==> src/rtl/mul_share_sched.sv <==
// mul_share_sched: round-robin scheduler sharing one iterative WxW shift-add
// multiplier among NREQ valid/ready requesters. Each accepted operand pair is
// multiplied over W cycles and returned as a 2W-bit product tagged with the
// requester id.
// Optional build macro: ZERO_SKIP_EN -- when defined, a transaction whose q or
// m is zero at accept bypasses RUN and goes straight to DONE with product 0.
module mul_share_sched #(
   parameter int NREQ = 4,
   parameter int W    = 4,
   parameter int IDW  = 2
) (
   input  logic                clk,
   input  logic                rst,
   input  logic [NREQ-1:0]     req_valid,
   output logic [NREQ-1:0]     req_ready,
   input  logic [W*NREQ-1:0]   req_q,
   input  logic [W*NREQ-1:0]   req_m,
   output logic                rsp_valid,
   input  logic                rsp_ready,
   output logic [2*W-1:0]      rsp_product,
   output logic [IDW-1:0]      rsp_id,
   output logic                busy
);

   localparam int CW = (W > 1) ? $clog2(W) : 1;

   typedef enum logic [1:0] {IDLE, RUN, DONE} state_t;

   state_t           state, state_nxt;
   logic [IDW-1:0]   ptr, ptr_nxt;
   logic [IDW-1:0]   grant, idx;
   logic             grant_vld;
   logic [W-1:0]     q_sel, m_sel;
   logic [W-1:0]     q_r, m_r;
   logic [IDW-1:0]   id_r;
   logic [2*W-1:0]   acc, acc_nxt;
   logic [CW-1:0]    cnt;
   logic             last_step;
   logic             zero_op;

   // Round-robin search: first valid requester starting at ptr, wrapping at NREQ.
   always_comb begin
      // NOTE: every variable gets a default before any conditional write, so no latch is inferred.
      grant     = '0;
      grant_vld = 1'b0;
      idx       = '0;
      for (int k = 0; k < NREQ; k++) begin
         idx = IDW'((int'(ptr) + k) % NREQ);
         if (!grant_vld && req_valid[idx]) begin
            grant_vld = 1'b1;
            grant     = idx;
         end
      end
   end

   // Operand mux, next pointer, shift-add step and zero-operand detect.
   always_comb begin
      q_sel     = req_q[W*grant +: W];
      m_sel     = req_m[W*grant +: W];
      ptr_nxt   = IDW'((int'(grant) + 1) % NREQ);
      last_step = (cnt == CW'(W - 1));
      acc_nxt   = m_r[cnt] ? acc + ({{W{1'b0}}, q_r} << cnt) : acc;
`ifdef ZERO_SKIP_EN
      zero_op   = (q_sel == '0) || (m_sel == '0);
`else
      zero_op   = 1'b0;
`endif
   end

   // FSM state register.
   always_ff @(posedge clk or posedge rst) begin
      // NOTE: sequential state uses non-blocking assignments so all flops update together at the edge.
      if (rst) state <= IDLE;
      else     state <= state_nxt;
   end

   // FSM next-state and grant decode; accepts only in IDLE and never during reset.
   always_comb begin
      state_nxt = state;
      req_ready = '0;
      unique case (state)
         IDLE: begin
            if (grant_vld) begin
               req_ready[grant] = ~rst;
               state_nxt        = zero_op ? DONE : RUN;
            end
         end
         RUN:  if (last_step) state_nxt = DONE;
         DONE: if (rsp_ready) state_nxt = IDLE;
         default: state_nxt = IDLE;
      endcase
   end

   assign rsp_valid = (state == DONE);
   assign busy      = (state != IDLE);

   // Datapath: latch operands on accept, accumulate during RUN, publish the result into DONE.
   always_ff @(posedge clk or posedge rst) begin
      if (rst) begin
         ptr         <= '0;
         q_r         <= '0;
         m_r         <= '0;
         id_r        <= '0;
         acc         <= '0;
         cnt         <= '0;
         rsp_product <= '0;
         rsp_id      <= '0;
      end else begin
         unique case (state)
            IDLE: begin
               if (grant_vld) begin
                  q_r  <= q_sel;
                  m_r  <= m_sel;
                  id_r <= grant;
                  acc  <= '0;
                  cnt  <= '0;
                  ptr  <= ptr_nxt;
                  if (zero_op) begin
                     rsp_product <= '0;
                     rsp_id      <= grant;
                  end
               end
            end
            RUN: begin
               acc <= acc_nxt;
               cnt <= cnt + CW'(1);
               if (last_step) begin
                  rsp_product <= acc_nxt;
                  rsp_id      <= id_r;
               end
            end
            default: ;
         endcase
      end
   end

endmodule

==> config.mk <==
export PLATFORM = sky130hd
export DESIGN_NAME = mul_share_sched
export DESIGN_NICKNAME = d
export VERILOG_FILES = /design/src/rtl/mul_share_sched.sv
export SDC_FILE = /design/constraint.sdc
export NUM_CORES = 1
export LEC_CHECK = 0
export ABC_AREA = 1
export CAP_MARGIN = 20
export CORE_ASPECT_RATIO = 0.7
export CORE_MARGIN = 3
export CORE_UTILIZATION = 45
export DETAILED_ROUTE_END_ITERATION = 10
export PLACE_DENSITY = 0.82
export SYNTH_ARGS = -nofsm -noshare
export SYNTH_HDL_FRONTEND = slang
export SYNTH_SLANG_ARGS = --single-unit
==> constraint.sdc <==
create_clock -name clk -period 3.2 [get_ports clk]
set_clock_uncertainty 0.15 [all_clocks]
set_input_delay 0.8 -clock clk [delete_from_list [all_inputs] [get_ports clk]]
set_output_delay 0.8 -clock clk [all_outputs]
set_load 0.03 [all_outputs]
# Word-level counts from Yosys, hierarchy flattened

Cells that the tools add are included.

Muxes and demuxes: 31
$add $sub $neg: 6
Shift operators: 3
$lt $le $gt $ge: 7
Eq/ne operators: 6
Reduce and logical (&&, ||, !) cells: 14
Bitwise logic cells: 2

Operators with widths:

| kind                  | number |
|---|---|
| $shiftx A16 B5 Y4     | 2 |
| $lt A2 B3 Y1 const B  | 6 |
| $mux W2               | 8 |
| $mux W8               | 2 |
| $pmux W8 S2           | 1 |
| $bmux W1 S2           | 5 |
| $mux W1               | 10 |
| $add A8 B8 Y8         | 1 |
| $mux W4               | 2 |
| $shl A4 B2 Y8         | 1 |
| $add A2 B1 Y2 const B | 3 |
| $pmux W2 S3           | 1 |
| $reduce_and A2 Y1     | 3 |
| $add A2 B2 Y2 const B | 2 |
| $and A4 B4 Y4         | 1 |
| $eq A2 B2 Y1 const B  | 2 |
| $logic_and A1 B1 Y1   | 4 |
| $ne A2 B2 Y1 const B  | 2 |
| $pmux W2 S2           | 1 |
| $reduce_bool A2 Y1    | 2 |
| $logic_not A1 Y1      | 3 |
| $reduce_and A3 Y1     | 1 |
| $demux W1 S2          | 1 |
| $eq A2 B1 Y1 const B  | 1 |
| other kinds (4)       | 4 |

Word-level logic and storage cells: 78
Output and inout port bits: 16
Flip-flop bits (word level): 34

# Depth between registers and ports, before layout

Gate-level depths: netlist of run 1.

Depth after elaboration: 19
Gate-level depth with buffers: 16
Gate-level depth less buffers: 16

# Worst setup path before layout of run 1

Ideal clock, no wire load.

Kind: input -> output
Start: in req_valid[3]
End: out req_ready[2]
Arrival: 2.280 ns
Stages: 11
Path buffers: 1
Slack: -0.030 ns
Cell sequence: inv_1 -> nand2_1 -> nand3_1 -> nand2_1 -> nor2_4 -> nand3_4 -> nand3_4 -> buf_4 -> ha_1 -> inv_1 -> nor2_1

Word-level cells in the longest chain between the ends: 19

RTL lines:

| item                                                               | RTL line | source |
|---|---|---|
| from (decl)                                                        | 14       | `input logic [NREQ-1:0] req_valid,` |
| $bmux W1 S2                                                        | 49       | `if (!grant_vld && req_valid[idx]) begin` |
| $mux W1 (implied by the code)                                      | 49       |  |
| $mux W1                                                            | 49       |  |
| $logic_not A1 Y1                                                   | 49       |  |
| $logic_and A1 B1 Y1                                                | 49       |  |
| $mux W1                                                            | 49       |  |
| $logic_not A1 Y1                                                   | 49       |  |
| $logic_and A1 B1 Y1                                                | 49       |  |
| (+3 left out)                                                      | --       |  |
| $mux W2                                                            | 49       |  |
| $lt A2 B3 Y1 (implied by the code) or $ge A2 B1 Y1 (tied branches) | 84       | `req_ready[grant] = ~rst;` |
| $logic_and A1 B1 Y1 (implied by the code)                          | 84       |  |
| $mux W1 (implied by the code)                                      | 84       |  |
| $demux W1 S2                                                       | 84       |  |
| $and A4 B4 Y4 (no line)                                            | --       |  |
| $mux W4 *                                                          | 83       | `if (grant_vld) begin` |
| $mux W4 *                                                          | 81       | `unique case (state)` |
| to (decl)                                                          | 15       | `output logic [NREQ-1:0] req_ready,` |

Every way passes the cells marked *; elsewhere a longest branch is shown, timed or not. The select of a mux whose other input is x is not followed.

# Worst setup path in the final report of run 1

Start: in req_valid[3]
End: out req_ready[1]

Same word-level chain as after synthesis.

==> impl_metrics.env, run 1 <==
export IMPL_grtUsageTotal_pct=19.5
export IMPL_final_cell_mix="nand2_1 (152), clkdlybuf4s50_1 (46), inv_1 (39)"
export IMPL_worst_slew_pin_slew_ns=0.519
export IMPL_totalWireLength_mm=6.08
export IMPL_start_util_pct=48.8
export IMPL_die_y_um=67.7
export IMPL_synthAdderAreaFrac_pct=6.95
export IMPL_final_layout_size_suffix_gt1_share_pct=18.3
export IMPL_clock_sinks=34
export IMPL_synth_avg_cell_area_um2=6.68
export IMPL_tns_ns=0
export IMPL_routedWlPerCell_um=11.9
export IMPL_cp_required_ns=2.25
export IMPL_place_congestion=0.902
export IMPL_synth_top_family_by_area="simple AND/OR/NAND/NOR gates"
export IMPL_syn_inst=367
export IMPL_cts_buffer_depth=2
export IMPL_path_clk_slew_ns=0.06
export IMPL_critPathMaxFanout=4
export IMPL_grt_pass1_vias=2259
export IMPL_hp_start="rsp_product[6]"
export IMPL_remaining_drc_errors=0
export IMPL_core_mm2=0.00502
export IMPL_detail_route_antenna_nets=0
export IMPL_final_hold_violation_count=0
export IMPL_fin_ws_ns=0.123
export IMPL_rr_endpoint="acc[7]"
export IMPL_p_per_area_mw_per_mm2=1230
export IMPL_ys_ff_latch=34
export IMPL_slew_violations=0
export IMPL_hold_slack_ns=0.326
export IMPL_nets=496
export IMPL_power_mw=4.15
export IMPL_antenna_cells=0
export IMPL_grt_ovfl_total=0
export IMPL_drt_pass1_iter_count=4
export IMPL_synth_cell_types=30
export IMPL_synthesis_area_mm2=0.00245
export IMPL_critical_path_startpoint="req_valid[3]"
export IMPL_crit_path_end_kind="primary output"
export IMPL_dp_slack_ns=-0.326
export IMPL_startpoint_type="input port"
export IMPL_status="completed"
export IMPL_vias_per_cell=4.97
export IMPL_rsz0062_at_grt="no"
export IMPL_path_class="in -> out"
export IMPL_yosys_warnings=0
export IMPL_muxShareOfSynthArea_pct=1.23
export IMPL_grt_pass1_wl_mm=9.85
export IMPL_drv_cap=0
export IMPL_cts_root_buf="clkbuf_8"
export IMPL_cp_endpoint="req_ready[1]"
export IMPL_min_period_over_period_pct=96.1
export IMPL_slew_headroom_pct=65.3
export IMPL_leakagePower_nw=1.82
export IMPL_reg2reg_depth=12
export IMPL_antenna_found_initial=0
export IMPL_rows=21
export IMPL_port_buffers=54
export IMPL_synth_simple_gate_area_share_pct=39.1
export IMPL_irDropWorstVdd_uv=434
export IMPL_dieWidth_um=94.2
export IMPL_areaGrowthSynthToFinish_pct=37.8
export IMPL_num_io_pins=55
export IMPL_die_area_mm2=0.00638
export IMPL_htreeDepth=2
export IMPL_post_dp_hpwl_mm=4.46
export IMPL_insertion_delay_ns=0.28
export IMPL_post_route_min_period_ns=3.08
export IMPL_r2r_start="cnt[0]"
export IMPL_vias=2547
export IMPL_cts_buffers=5
export IMPL_drtIter0Drc=166
export IMPL_cp_arrival_ns=2.13
export IMPL_timing_final_setup_violations=0
export IMPL_max_freq_mhz=325
export IMPL_design_area_mm2=0.00338
export IMPL_hp_class="reg -> reg"
export IMPL_postCtsHoldBufs=0
export IMPL_synth_compound_area_share_pct=7.66
export IMPL_grt_max_degree=35
export IMPL_ys_seq_area_share_pct=34.7
export IMPL_rrSetupSlack_ns=0.71
export IMPL_tritoncts="done"
export IMPL_synthesis_nets=419
export IMPL_synth_xor_area_share_pct=0.715
export IMPL_postPlaceCellArea_mm2=0.00311
export IMPL_mostFrequentLayoutCell="nand2_1"
-- flip-flops by register name, indices dropped and copies added (netlist names) --
| signal | cells |
|---|---|
| acc | 8 |
| cnt | 2 |
| id_r | 2 |
| m_r | 4 |
| ptr | 2 |
| q_r | 4 |
| rsp_id | 2 |
| rsp_product | 8 |
| state | 2 |
-- layer usage --
metal / vias to the layer above / track usage [%] / part of all wire [%]
met5: - / 0 / 0
met4: 0 / 4.14 / 1.3
met3: 7 / 3.23 / 6.5
met2: 90 / 32.2 / 46
met1: 1142 / 27.1 / 46
li1: 1308 / - / -
-- worst max-delay path, stage by stage --
cell and delay, ns:
clkbuf_2 0.10, inv_2 0.09, nand2_4 0.07, nand3_4 0.09, nand2_4 0.06, nor2_4 0.18
nand3_4 0.13, nand3_4 0.13, inv_4 0.04, ha_1 0.18, inv_1 0.05, nor2_1 0.04
buf_4 0.17
-- timing repair --
| action | 4_1_cts | 5_1_grt |
|---|---|---|
| setup buffers | 6 | 5 |
| endpoints found under the hold margin | 0 | 0 |
| gates resized for setup | 18 | 30 |
| pin swaps | 13 | 12 |
| setup endpoints to repair | 4 | 4 |
-- cells in the mapped netlist --
library cell  number  area share, %
inv_1             45            6.9
o21ai_1            1           0.20
nor3_1             1           0.20
o21bai_1           1           0.31
dfrtp_1           34             35
o31ai_1            1           0.31
o211ai_1           1           0.31
buf_4              1           0.31
nand3_2            1           0.41
nor2_4             1           0.46
buf_2              2           0.41
nand2_2            6            1.5
buf_6              2           0.92
or2_2              1           0.26
nand3_4            2            1.4
nor2_2             2           0.51
nand3_1           27            5.5
inv_2              3           0.46
mux2i_1            3            1.2
a21oi_1            7            1.4
xor2_1             2           0.72
ha_1              12            6.1
nand4_1            7            1.8
o22ai_1            4            1.0
o21ai_0           20            4.1
inv_6              1           0.36
nor2_1            15            2.3
fa_1               1           0.82
nand2_1          161             25
clkbuf_1           2           0.31
-- through the flow --
| step | util [%] | std cells |
|---|---|---|
| floorplan | - | 367 |
| global placement | 62.1 | 495 |
| detailed placement | 62.1 | 495 |
| CTS | 65.3 | 507 |
| global route | 67.3 | 512 |
| finish | 67.3 | 512 |
-- worst min path at each step --
stage                                end  slack (ns)  cells after the start
after floorplan                   m_r[1]        0.30                      2
after global placement    rsp_product[4]        0.31                      2
after detailed placement  rsp_product[6]        0.32                      2
after CTS                 rsp_product[6]        0.33                      2
after global routing      rsp_product[6]        0.35                      2
final                     rsp_product[6]        0.33                      2
-- logic make-up after synthesis --
kind of cell,count (synthesis)
XOR/XNOR,2
AO/OA/AOI/OAI,35
buffers and inverters,56
AND/OR/NAND/NOR,224
adder cells (fa/ha/maj),13
flip-flops,34
multiplexers,3
-- area by class of cell --
cell class | count | area, µm²
multi-input combinational | 277 | 1470
timing repair buffer | 77 | 687
clock buffer | 6 | 82.6
sequential | 34 | 853
inverter | 49 | 194
fill | 413 | 1640
tap | 69 | 86.3
-- power by group --
part	switching [mW]	internal [mW]
combinational	1.83	1.20
sequential	0.174	0.645
clock	0.137	0.166
total	2.14	2.01
Power figures use the tool's default switching activity.
==> run 2: changes to the inputs <==
--- a/config.mk
+++ b/config.mk
@@ -6,7 +6,6 @@
 export NUM_CORES = 1
 export LEC_CHECK = 0
 export ABC_AREA = 1
-export CAP_MARGIN = 20
 export CORE_ASPECT_RATIO = 0.7
 export CORE_MARGIN = 3
 export CORE_UTILIZATION = 45
==> results of run 2 <==
No change in the layout: final DEF, timing and power equal those of run 1.
